`src/rtl/sprite_draw_arbiter.sv`:
```
// Round-robin arbiter for three sprite engines sharing one VGA plot port.
// The granted rectangle is rasterised row-major, one pixel per clock, with off-screen pixels suppressed.
module sprite_draw_arbiter #(
    parameter int SCREEN_W = 160,
    parameter int SCREEN_H = 120
) (
    input  logic        clk,
    input  logic        reset,
    input  logic [2:0]  req,
    input  logic [23:0] req_x,
    input  logic [20:0] req_y,
    input  logic [11:0] req_w,
    input  logic [11:0] req_h,
    input  logic [8:0]  req_colour,
    output logic [2:0]  grant,
    output logic [2:0]  done,
    output logic [7:0]  vga_x,
    output logic [6:0]  vga_y,
    output logic [2:0]  vga_colour,
    output logic        vga_plot,
    output logic        busy
);

    // state  | meaning
    // S_IDLE | waiting for any request, round-robin search from r_ptr
    // S_LOAD | latch granted rectangle, first pixel prepared on exit
    // S_SCAN | one pixel per cycle on the vga_* outputs
    // S_DONE | one-cycle done pulse, pointer moved past the served engine
    typedef enum logic [1:0] {S_IDLE, S_LOAD, S_SCAN, S_DONE} state_t;

    localparam logic [8:0] LP_W = 9'(SCREEN_W);
    localparam logic [7:0] LP_H = 8'(SCREEN_H);

    state_t     r_state;
    logic [1:0] r_ptr;
    logic [1:0] r_g;
    logic [7:0] r_bx;
    logic [6:0] r_by;
    logic [3:0] r_wl;
    logic [3:0] r_hl;
    logic [3:0] r_cx;
    logic [3:0] r_cy;

    logic [1:0] w_p1;
    logic [1:0] w_p2;
    logic [1:0] w_sel;
    logic       w_any;
    logic [7:0] w_fx;
    logic [6:0] w_fy;
    logic [3:0] w_fw;
    logic [3:0] w_fh;
    logic [2:0] w_fc;
    logic [7:0] w_bx;
    logic [6:0] w_by;
    logic [3:0] w_nx;
    logic [3:0] w_ny;
    logic [8:0] w_px;
    logic [7:0] w_py;
    logic       w_vis;
    logic       w_last;

    function automatic logic [1:0] f_inc3(input logic [1:0] a);
        return (a == 2'd2) ? 2'd0 : a + 2'd1;
    endfunction

    // Later assignments win, so the engine closest to r_ptr is chosen.
    always_comb begin
        w_p1  = f_inc3(r_ptr);
        w_p2  = f_inc3(w_p1);
        w_any = |req;
        w_sel = r_ptr;
        if (req[w_p2])  w_sel = w_p2;
        if (req[w_p1])  w_sel = w_p1;
        if (req[r_ptr]) w_sel = r_ptr;
    end

    always_comb begin
        w_fx = req_x[7:0];
        w_fy = req_y[6:0];
        w_fw = req_w[3:0];
        w_fh = req_h[3:0];
        w_fc = req_colour[2:0];
        case (r_g)
            2'd1: begin
                w_fx = req_x[15:8];
                w_fy = req_y[13:7];
                w_fw = req_w[7:4];
                w_fh = req_h[7:4];
                w_fc = req_colour[5:3];
            end
            2'd2: begin
                w_fx = req_x[23:16];
                w_fy = req_y[20:14];
                w_fw = req_w[11:8];
                w_fh = req_h[11:8];
                w_fc = req_colour[8:6];
            end
            default: ;
        endcase
    end

    // Coordinates of the pixel that will be on the outputs next cycle.
    always_comb begin
        w_last = (r_cx == r_wl) && (r_cy == r_hl);
        w_bx   = r_bx;
        w_by   = r_by;
        w_nx   = 4'd0;
        w_ny   = 4'd0;
        if (r_state == S_LOAD) begin
            w_bx = w_fx;
            w_by = w_fy;
        end else if (r_cx == r_wl) begin
            w_ny = r_cy + 4'd1;
        end else begin
            w_nx = r_cx + 4'd1;
            w_ny = r_cy;
        end
        w_px  = {1'b0, w_bx} + {5'd0, w_nx};
        w_py  = {1'b0, w_by} + {4'd0, w_ny};
        w_vis = (w_px < LP_W) && (w_py < LP_H);
    end

    always_ff @(posedge clk) begin
        if (!reset) begin
            r_state    <= S_IDLE;
            r_ptr      <= 2'd0;
            r_g        <= 2'd0;
            r_bx       <= 8'd0;
            r_by       <= 7'd0;
            r_wl       <= 4'd0;
            r_hl       <= 4'd0;
            r_cx       <= 4'd0;
            r_cy       <= 4'd0;
            grant      <= 3'd0;
            done       <= 3'd0;
            vga_x      <= 8'd0;
            vga_y      <= 7'd0;
            vga_colour <= 3'd0;
            vga_plot   <= 1'b0;
            busy       <= 1'b0;
        end else begin
            case (r_state)
                S_IDLE: begin
                    if (w_any) begin
                        r_state <= S_LOAD;
                        r_g     <= w_sel;
                        grant   <= 3'b001 << w_sel;
                        busy    <= 1'b1;
                    end
                end
                S_LOAD: begin
                    r_state    <= S_SCAN;
                    r_bx       <= w_fx;
                    r_by       <= w_fy;
                    r_wl       <= (w_fw == 4'd0) ? 4'd0 : w_fw - 4'd1;
                    r_hl       <= (w_fh == 4'd0) ? 4'd0 : w_fh - 4'd1;
                    r_cx       <= 4'd0;
                    r_cy       <= 4'd0;
                    vga_x      <= w_px[7:0];
                    vga_y      <= w_py[6:0];
                    vga_colour <= w_fc;
                    vga_plot   <= w_vis;
                end
                S_SCAN: begin
                    if (w_last) begin
                        r_state  <= S_DONE;
                        grant    <= 3'd0;
                        done     <= grant;
                        vga_plot <= 1'b0;
                        r_ptr    <= f_inc3(r_g);
                    end else begin
                        r_cx     <= w_nx;
                        r_cy     <= w_ny;
                        vga_x    <= w_px[7:0];
                        vga_y    <= w_py[6:0];
                        vga_plot <= w_vis;
                    end
                end
                S_DONE: begin
                    r_state <= S_IDLE;
                    done    <= 3'd0;
                    busy    <= 1'b0;
                end
                default: r_state <= S_IDLE;
            endcase
        end
    end

endmodule

```
`config.mk`:
```
export PLATFORM = sky130hd
export DESIGN_NAME = sprite_draw_arbiter
export DESIGN_NICKNAME = d
export VERILOG_FILES = /design/src/rtl/sprite_draw_arbiter.sv
export SDC_FILE = /design/constraint.sdc
export NUM_CORES = 1
export LEC_CHECK = 0
export CORE_MARGIN = 2
export CORE_UTILIZATION = 52
export CTS_CLUSTER_DIAMETER = 50
export CTS_CLUSTER_SIZE = 24
export DETAILED_ROUTE_END_ITERATION = 16
export PLACE_DENSITY_LB_ADDON = 0.05
export SLEW_MARGIN = 30
export SYNTH_ARGS = -nofsm -noshare
export SYNTH_HDL_FRONTEND = slang
export SYNTH_SLANG_ARGS = --single-unit
```
`constraint.sdc`:
```
create_clock -name clk -period 9.95 [get_ports clk]
set_input_delay 1.99 -clock clk [delete_from_list [all_inputs] [get_ports clk]]
set_output_delay 1.99 -clock clk [all_outputs]
set_load 0.01 [all_outputs]
```
==> results_dict.tcl, run 1 <==
set metrics [dict create \
    synthToLayoutAreaGrowth_pct 34.9 \
    met1_usage 0.285 \
    clkSinkCount 63 \
    crit_type "in2reg" \
    root_buffer "clkbuf_8" \
    synth_warnings 0 \
    antenna_left 0 \
    drt_wl_total_um 9950 \
    synth_seq_area_share 0.333 \
    timing.fmax_ghz 0.234 \
    pre_cts_slack_ps 5370 \
    core_area_um2 7140 \
    crit_path_end_kind "flip-flop" \
    drv_slew 0 \
    place_congestion 0.906 \
    ios 109 \
    synth_edf_count 0 \
    fp.dieW_um 89.4 \
    n_antenna_cell 0 \
    dr.first_iter.drc_count 246 \
    vias 3717 \
    worst_pin_slew_ps 966 \
    postLayoutSetupSlackWorst_ps 5670 \
    post-cts-setup-buffers 0 \
    dominantRegCellSynth "dfxtp_1" \
    startpoint "req_x[9]" \
    grt_pass1_wl_um 15800 \
    globalRouteOverflowTotal 0 \
    dp.cells 652 \
    cts.clk_slew.worst_paths_ps 70 \
    path_buf_inv 1 \
    cts_tree "built" \
    required_ps 10220 \
    status "completed" \
    mappedNetlistArea_um2 3790 \
    maxSlewHeadroom 0.356 \
    synth_nets 571 \
    hold_viol 0 \
    drive_gt1_frac 0.0633 \
    grt_usage 0.254 \
    fin_crit_sh 0.430 \
    stdcell_count 668 \
    max_cap_violations 0 \
    path_cells "clkdlybuf4s50_1, a22oi_1, a21oi_1, mux2_2, ha_1, a211oi_1, o21bai_1, and4_1, and4_1, a211o_1, o22ai_1" \
    skew_ps 5.19 \
    routedWlPerCell_um 14.9 \
    clockBufferDepth 2 \
    powerDensity_nw_per_um2 294 \
    grt_pass1_vias 3536 \
    arrival_ps 4550 \
    dp_hpwl_um 7360 \
    cp_common_cell "and4_1" \
    cts_inserted_buffers 9 \
    postSynthRegisterBits 63 \
    fin_crit_ps 4280 \
    cts_resized 0 \
    finalSetupViolCount 0 \
    fin_nets 667 \
    clk_latency_ps 340 \
    port_buffers 108 \
    vias_per_cell 5.56 \
    htreeDepth 3 \
    regArea_um2 1260 \
    critPathLaunchType "primary input" \
    vdd_drop_max_mv 0.156 \
    drc 0 \
    rows 31 \
    power.leakage_nw 2.02 \
    synth_cells 468 \
    die_y_um 89.4 \
    critPathSlowestCell "clkdlybuf4s50_1" \
    min_path_type "reg2reg" \
    crit_family "compound AO/OA/AOI/OAI gates" \
    antenna_found_initial 0 \
    n_fill_cell 604 \
    drt_pass1_iterations 4 \
    rsz0062_at_grt "false" \
    reg2reg_from "r_g[1]" \
    synthArstFlopShare 0 \
    die_area_um2 7980 \
    synthDistinctLibCells 58 \
    crit_fanout 4 \
    grt_start_max_net_pins 47 \
    grt_busiest_layer "met2" \
    start_util 0.531 \
    cpPeakStageDelay_ps 400 \
    fin_setup_tns_ps 0 \
    cts_hold_buf 0 \
    multi_input_area_um2 2330 \
    use_met2 0.456 \
    use_met3 0.0619 \
    worstHoldStart "vga_y[6]" \
    synth_area_per_cell_um2 8.10 \
]
## synth_stat cells (all sizes together) (10+ instances only)
cell type	instances	area, um^2
nand3	13	65.1
nor2	63	236
buf	17	82.6
a21oi	45	225
clkbuf	10	37.5
inv	19	71.3
dfxtp	63	1260
and2	12	75.1
ha	18	225
nand2	37	141
o21ai	10	50.0
a22oi	30	225
## power breakdown
group / total, mW / leakage (nW) / internal [mW] / switching [mW]
Sequential: 0.378 / 0.515 / 0.334 / 0.0449
Clock: 0.231 / 0.109 / 0.135 / 0.0954
Combinational: 0.895 / 1.39 / 0.375 / 0.519
Total: 1.50 / 2.02 / 0.844 / 0.659
## final cells by class
class,count,share of cell area
Clock buffer,13,0.0330
Clock inverter,3,0.00783
Inverter,20,0.0147
Multi-Input combinational cell,358,0.456
Sequential cell,63,0.247
Tap cell,99,0.0242
Timing Repair Buffer,112,0.217
## flip-flops by register name, summed over array words and instances (netlist names)
signal,cells
r_g,2
r_state,2
grant,3
r_ptr,2
r_cx,4
vga_y,7
r_hl,4
r_wl,4
r_cy,4
r_bx,8
vga_x,8
vga_colour,3
vga_plot,1
r_by,7
done,3
busy,1
## cell usage in the layout, fill, tap and decap left out, types with 4 or more instances in the layout
cell type | synthesis | layout
clkdlybuf4s50_1 | 0 | 108
nand2_1 | 36 | 36
and2_1 | 12 | 12
inv_1 | 19 | 19
mux2i_1 | 8 | 8
nand3_1 | 13 | 13
ha_1 | 18 | 18
a21oi_1 | 45 | 45
nand2b_1 | 9 | 9
nor3_1 | 4 | 4
a211oi_1 | 9 | 9
nor2_1 | 63 | 63
or2_2 | 4 | 4
dfxtp_1 | 63 | 63
nor2b_1 | 5 | 5
xnor2_1 | 9 | 9
or3_1 | 4 | 4
xor2_1 | 9 | 9
o211ai_1 | 6 | 6
clkbuf_8 | 0 | 12
a21o_1 | 9 | 9
mux2_2 | 7 | 7
a22oi_1 | 30 | 30
buf_4 | 0 | 4
o21ai_0 | 9 | 9
## worst paths after layout
path	depth (start not counted)	to	slack, ps
hold reg to reg	2	vga_y[6]	450
setup / recovery	11	vga_plot	5670
setup reg to reg	14	vga_y[6]	6500
hold / removal	2	vga_y[6]	450
## worst reg2reg max path, stage by stage, from the launching register on
cell     delay (ps)
dfxtp_1         330
inv_1           100
ha_1            800
a22oi_1         220
a21oi_1         200
mux2_2          200
ha_1            190
inv_1            60
fa_1            390
inv_1            70
a21o_1          100
a21oi_1         100
or4_1           410
nand3_1         110
a21oi_1          60
## routing by layer
metal	up-vias	routed length, um
li1	1871	-
met2	93	5030
met4	0	354
met1	1726	4080
met5	-	0
met3	27	488
## through the flow
| step | power [mW] | cell area, um^2 | utilization | hold slack (ps) |
|---|---|---|---|---|
| global placement | 1.24 | 4900 | 0.687 | 444 |
| detailed placement | 1.27 | 4900 | 0.687 | 446 |
| finish | 1.50 | 5110 | 0.716 | 454 |
| CTS | 1.51 | 5110 | 0.716 | 457 |
| floorplan | 1.02 | 3790 | - | 436 |
| global route | 1.63 | 5110 | 0.716 | 471 |
## cell families (layout without fill, tap and decap cells)
logic type,Yosys count,after routing,synth area share
compound gates,143,143,0.259
xor+xnor,18,18,0.0416
fa+ha+maj,20,20,0.0700
buf+inv,47,148,0.0515
flops,63,63,0.333
mux,15,15,0.0419
simple gates,162,162,0.203
No activity file was read; power rests on OpenSTA's default activity.
==> run 2: changes to the inputs <==
--- a/config.mk
+++ b/config.mk
@@ -6,7 +6,7 @@
 export NUM_CORES = 1
 export LEC_CHECK = 0
 export CORE_MARGIN = 2
-export CORE_UTILIZATION = 52
+export CORE_UTILIZATION = 44
 export CTS_CLUSTER_DIAMETER = 50
 export CTS_CLUSTER_SIZE = 24
 export DETAILED_ROUTE_END_ITERATION = 16
==> constraint.sdc (replaced) <==
create_clock -name clk -period 3.6 [get_ports clk]
set_input_delay 0.72 -clock clk [delete_from_list [all_inputs] [get_ports clk]]
set_output_delay 0.72 -clock clk [all_outputs]
set_load 0.01 [all_outputs]
==> run 2 against run 1 <==
Compared with the run above:
- clock-buffer cell count did not move
- design area rose by 1.6%
- global-route usage decreased by 3.5 points
==> results_dict.tcl, run 2 (synthesis results as in run 1) <==
set metrics [dict create \
    die_y_um 96.8 \
    skew_ps 11.5 \
    vias_per_cell 5.45 \
    fin_crit_ps 3330 \
    utilization 0.626 \
    status "completed" \
    fin_crit_sh 0.924 \
    fin_nets 674 \
    post-cts-setup-buffers 0 \
    finalSetupViolCount 0 \
    n_fill_cell 799 \
    mostFrequentLayoutCells "108 x clkdlybuf4s50_1, 63 x nor2_1, 63 x dfxtp_1" \
    rows 33 \
    drt_wl_total_um 10300 \
    drive_gt1_frac 0.0764 \
    start_util 0.457 \
    synthToLayoutAreaGrowth_pct 37.1 \
    cts_inserted_buffers 9 \
    crit_path_end_kind "flip-flop" \
    root_buffer "clkbuf_8" \
    dr.first_iter.drc_count 133 \
    worstHoldStart "r_ptr[0]" \
    drc 0 \
    vias 3712 \
    reg2reg_from "r_g[0]" \
    postLayoutSetupSlackWorst_ps 273 \
    htreeDepth 3 \
    power.leakage_nw 2.05 \
    dp_hpwl_um 7760 \
    grt_usage 0.219 \
    required_ps 3860 \
    clockBufferDepth 2 \
    startpoint "r_g[0]" \
    maxSlewHeadroom 0.442 \
    clkSinkCount 63 \
    drt_pass1_iterations 4 \
    crit_type "reg2reg" \
    timing.fmax_ghz 0.301 \
    core_area_um2 8300 \
    cts.clk_slew.worst_paths_ps 70 \
    routedWlPerCell_um 15.1 \
    die_area_um2 9370 \
    grt_pass1_vias 3786 \
    cts_hold_buf 0 \
    ios 109 \
    drv_slew 0 \
    powerDensity_nw_per_um2 822 \
    fp.dieW_um 96.8 \
    grt_start_max_net_pins 42 \
    n_antenna_cell 0 \
    final_common_cell "clkdlybuf4s50_1" \
    regArea_um2 1260 \
    antenna_found_initial 0 \
    hold_viol 0 \
    dp.cells 665 \
    rsz0062_at_grt "false" \
    multi_input_area_um2 2340 \
    clk_latency_ps 340 \
    min_path_type "reg2reg" \
    max_cap_violations 0 \
    critPathLaunchType "flip-flop" \
    place_congestion 0.879 \
    fin_setup_tns_ps 0 \
    cts_tree "built" \
    arrival_ps 3590 \
    grt_pass1_wl_um 17000 \
    antenna_left 0 \
    whs_ps 455 \
    top_regs "r_bx: 8 flops, vga_x: 8 flops" \
    stdcell_count 681 \
    worst_pin_slew_ps 834 \
    port_buffers 108 \
    globalRouteOverflowTotal 0 \
    crit_fanout 18 \
    vdd_drop_max_mv 0.380 \
    pre_cts_slack_ps 180 \
]
## run 2: final cells by class
| class | instances | area share |
|---|---|---|
| clock inverter | 3 | 0.0125 |
| multi-input combinational | 358 | 0.450 |
| clock buffer | 13 | 0.0306 |
| tap | 105 | 0.0253 |
| timing repair buffer | 119 | 0.224 |
| inverter | 20 | 0.0145 |
| sequential | 63 | 0.243 |
## run 2: stage by stage
step / power (mW) / area, um^2
after floorplan: 2.81 / 3790
after global placement: 3.52 / 4960
after detailed placement: 3.57 / 4960
after CTS: 4.30 / 5190
after global routing: 4.62 / 5190
final: 4.27 / 5190
## run 2: final timing paths
check                                 to  slack, ps  cells after the start
worst max-delay path            vga_plot        270                     12
worst max register to register  vga_plot        270                     12
worst min-delay path            r_ptr[0]        460                      2
worst min register to register  r_ptr[0]        460                      2
## run 2: critical path, cell delays in order (launching register included)
cell and delay (ps):
dfxtp_1 400, inv_1 90, ha_1 450, a22oi_1 310, a21oi_1 110, mux2_2 290, ha_1 220, fa_1 420
a21o_1 180, a21oi_1 210, o2111ai_1 140, a211o_1 310, o22ai_1 120
## run 2: where the power goes
group | switching (mW) | leakage, nW | total, mW | internal, mW
logic | 1.43 | 1.43 | 2.52 | 1.09
clock network | 0.271 | 0.114 | 0.699 | 0.428
registers | 0.125 | 0.515 | 1.05 | 0.922
## run 2: what timing repair did
item | CTS | global route
hold endpoints to repair | 0 | 0
gates resized for setup | 0 | 2
setup endpoints to repair | 0 | 3
## run 2: routing by layer
metal | vias up | share of wire | GRT usage
li1 | 1882 | - | -
met1 | 1728 | 0.42 | 0.239
met2 | 83 | 0.52 | 0.416
met3 | 19 | 0.041 | 0.0527
met4 | 0 | 0.019 | 0.0661
met5 | - | 0 | 0
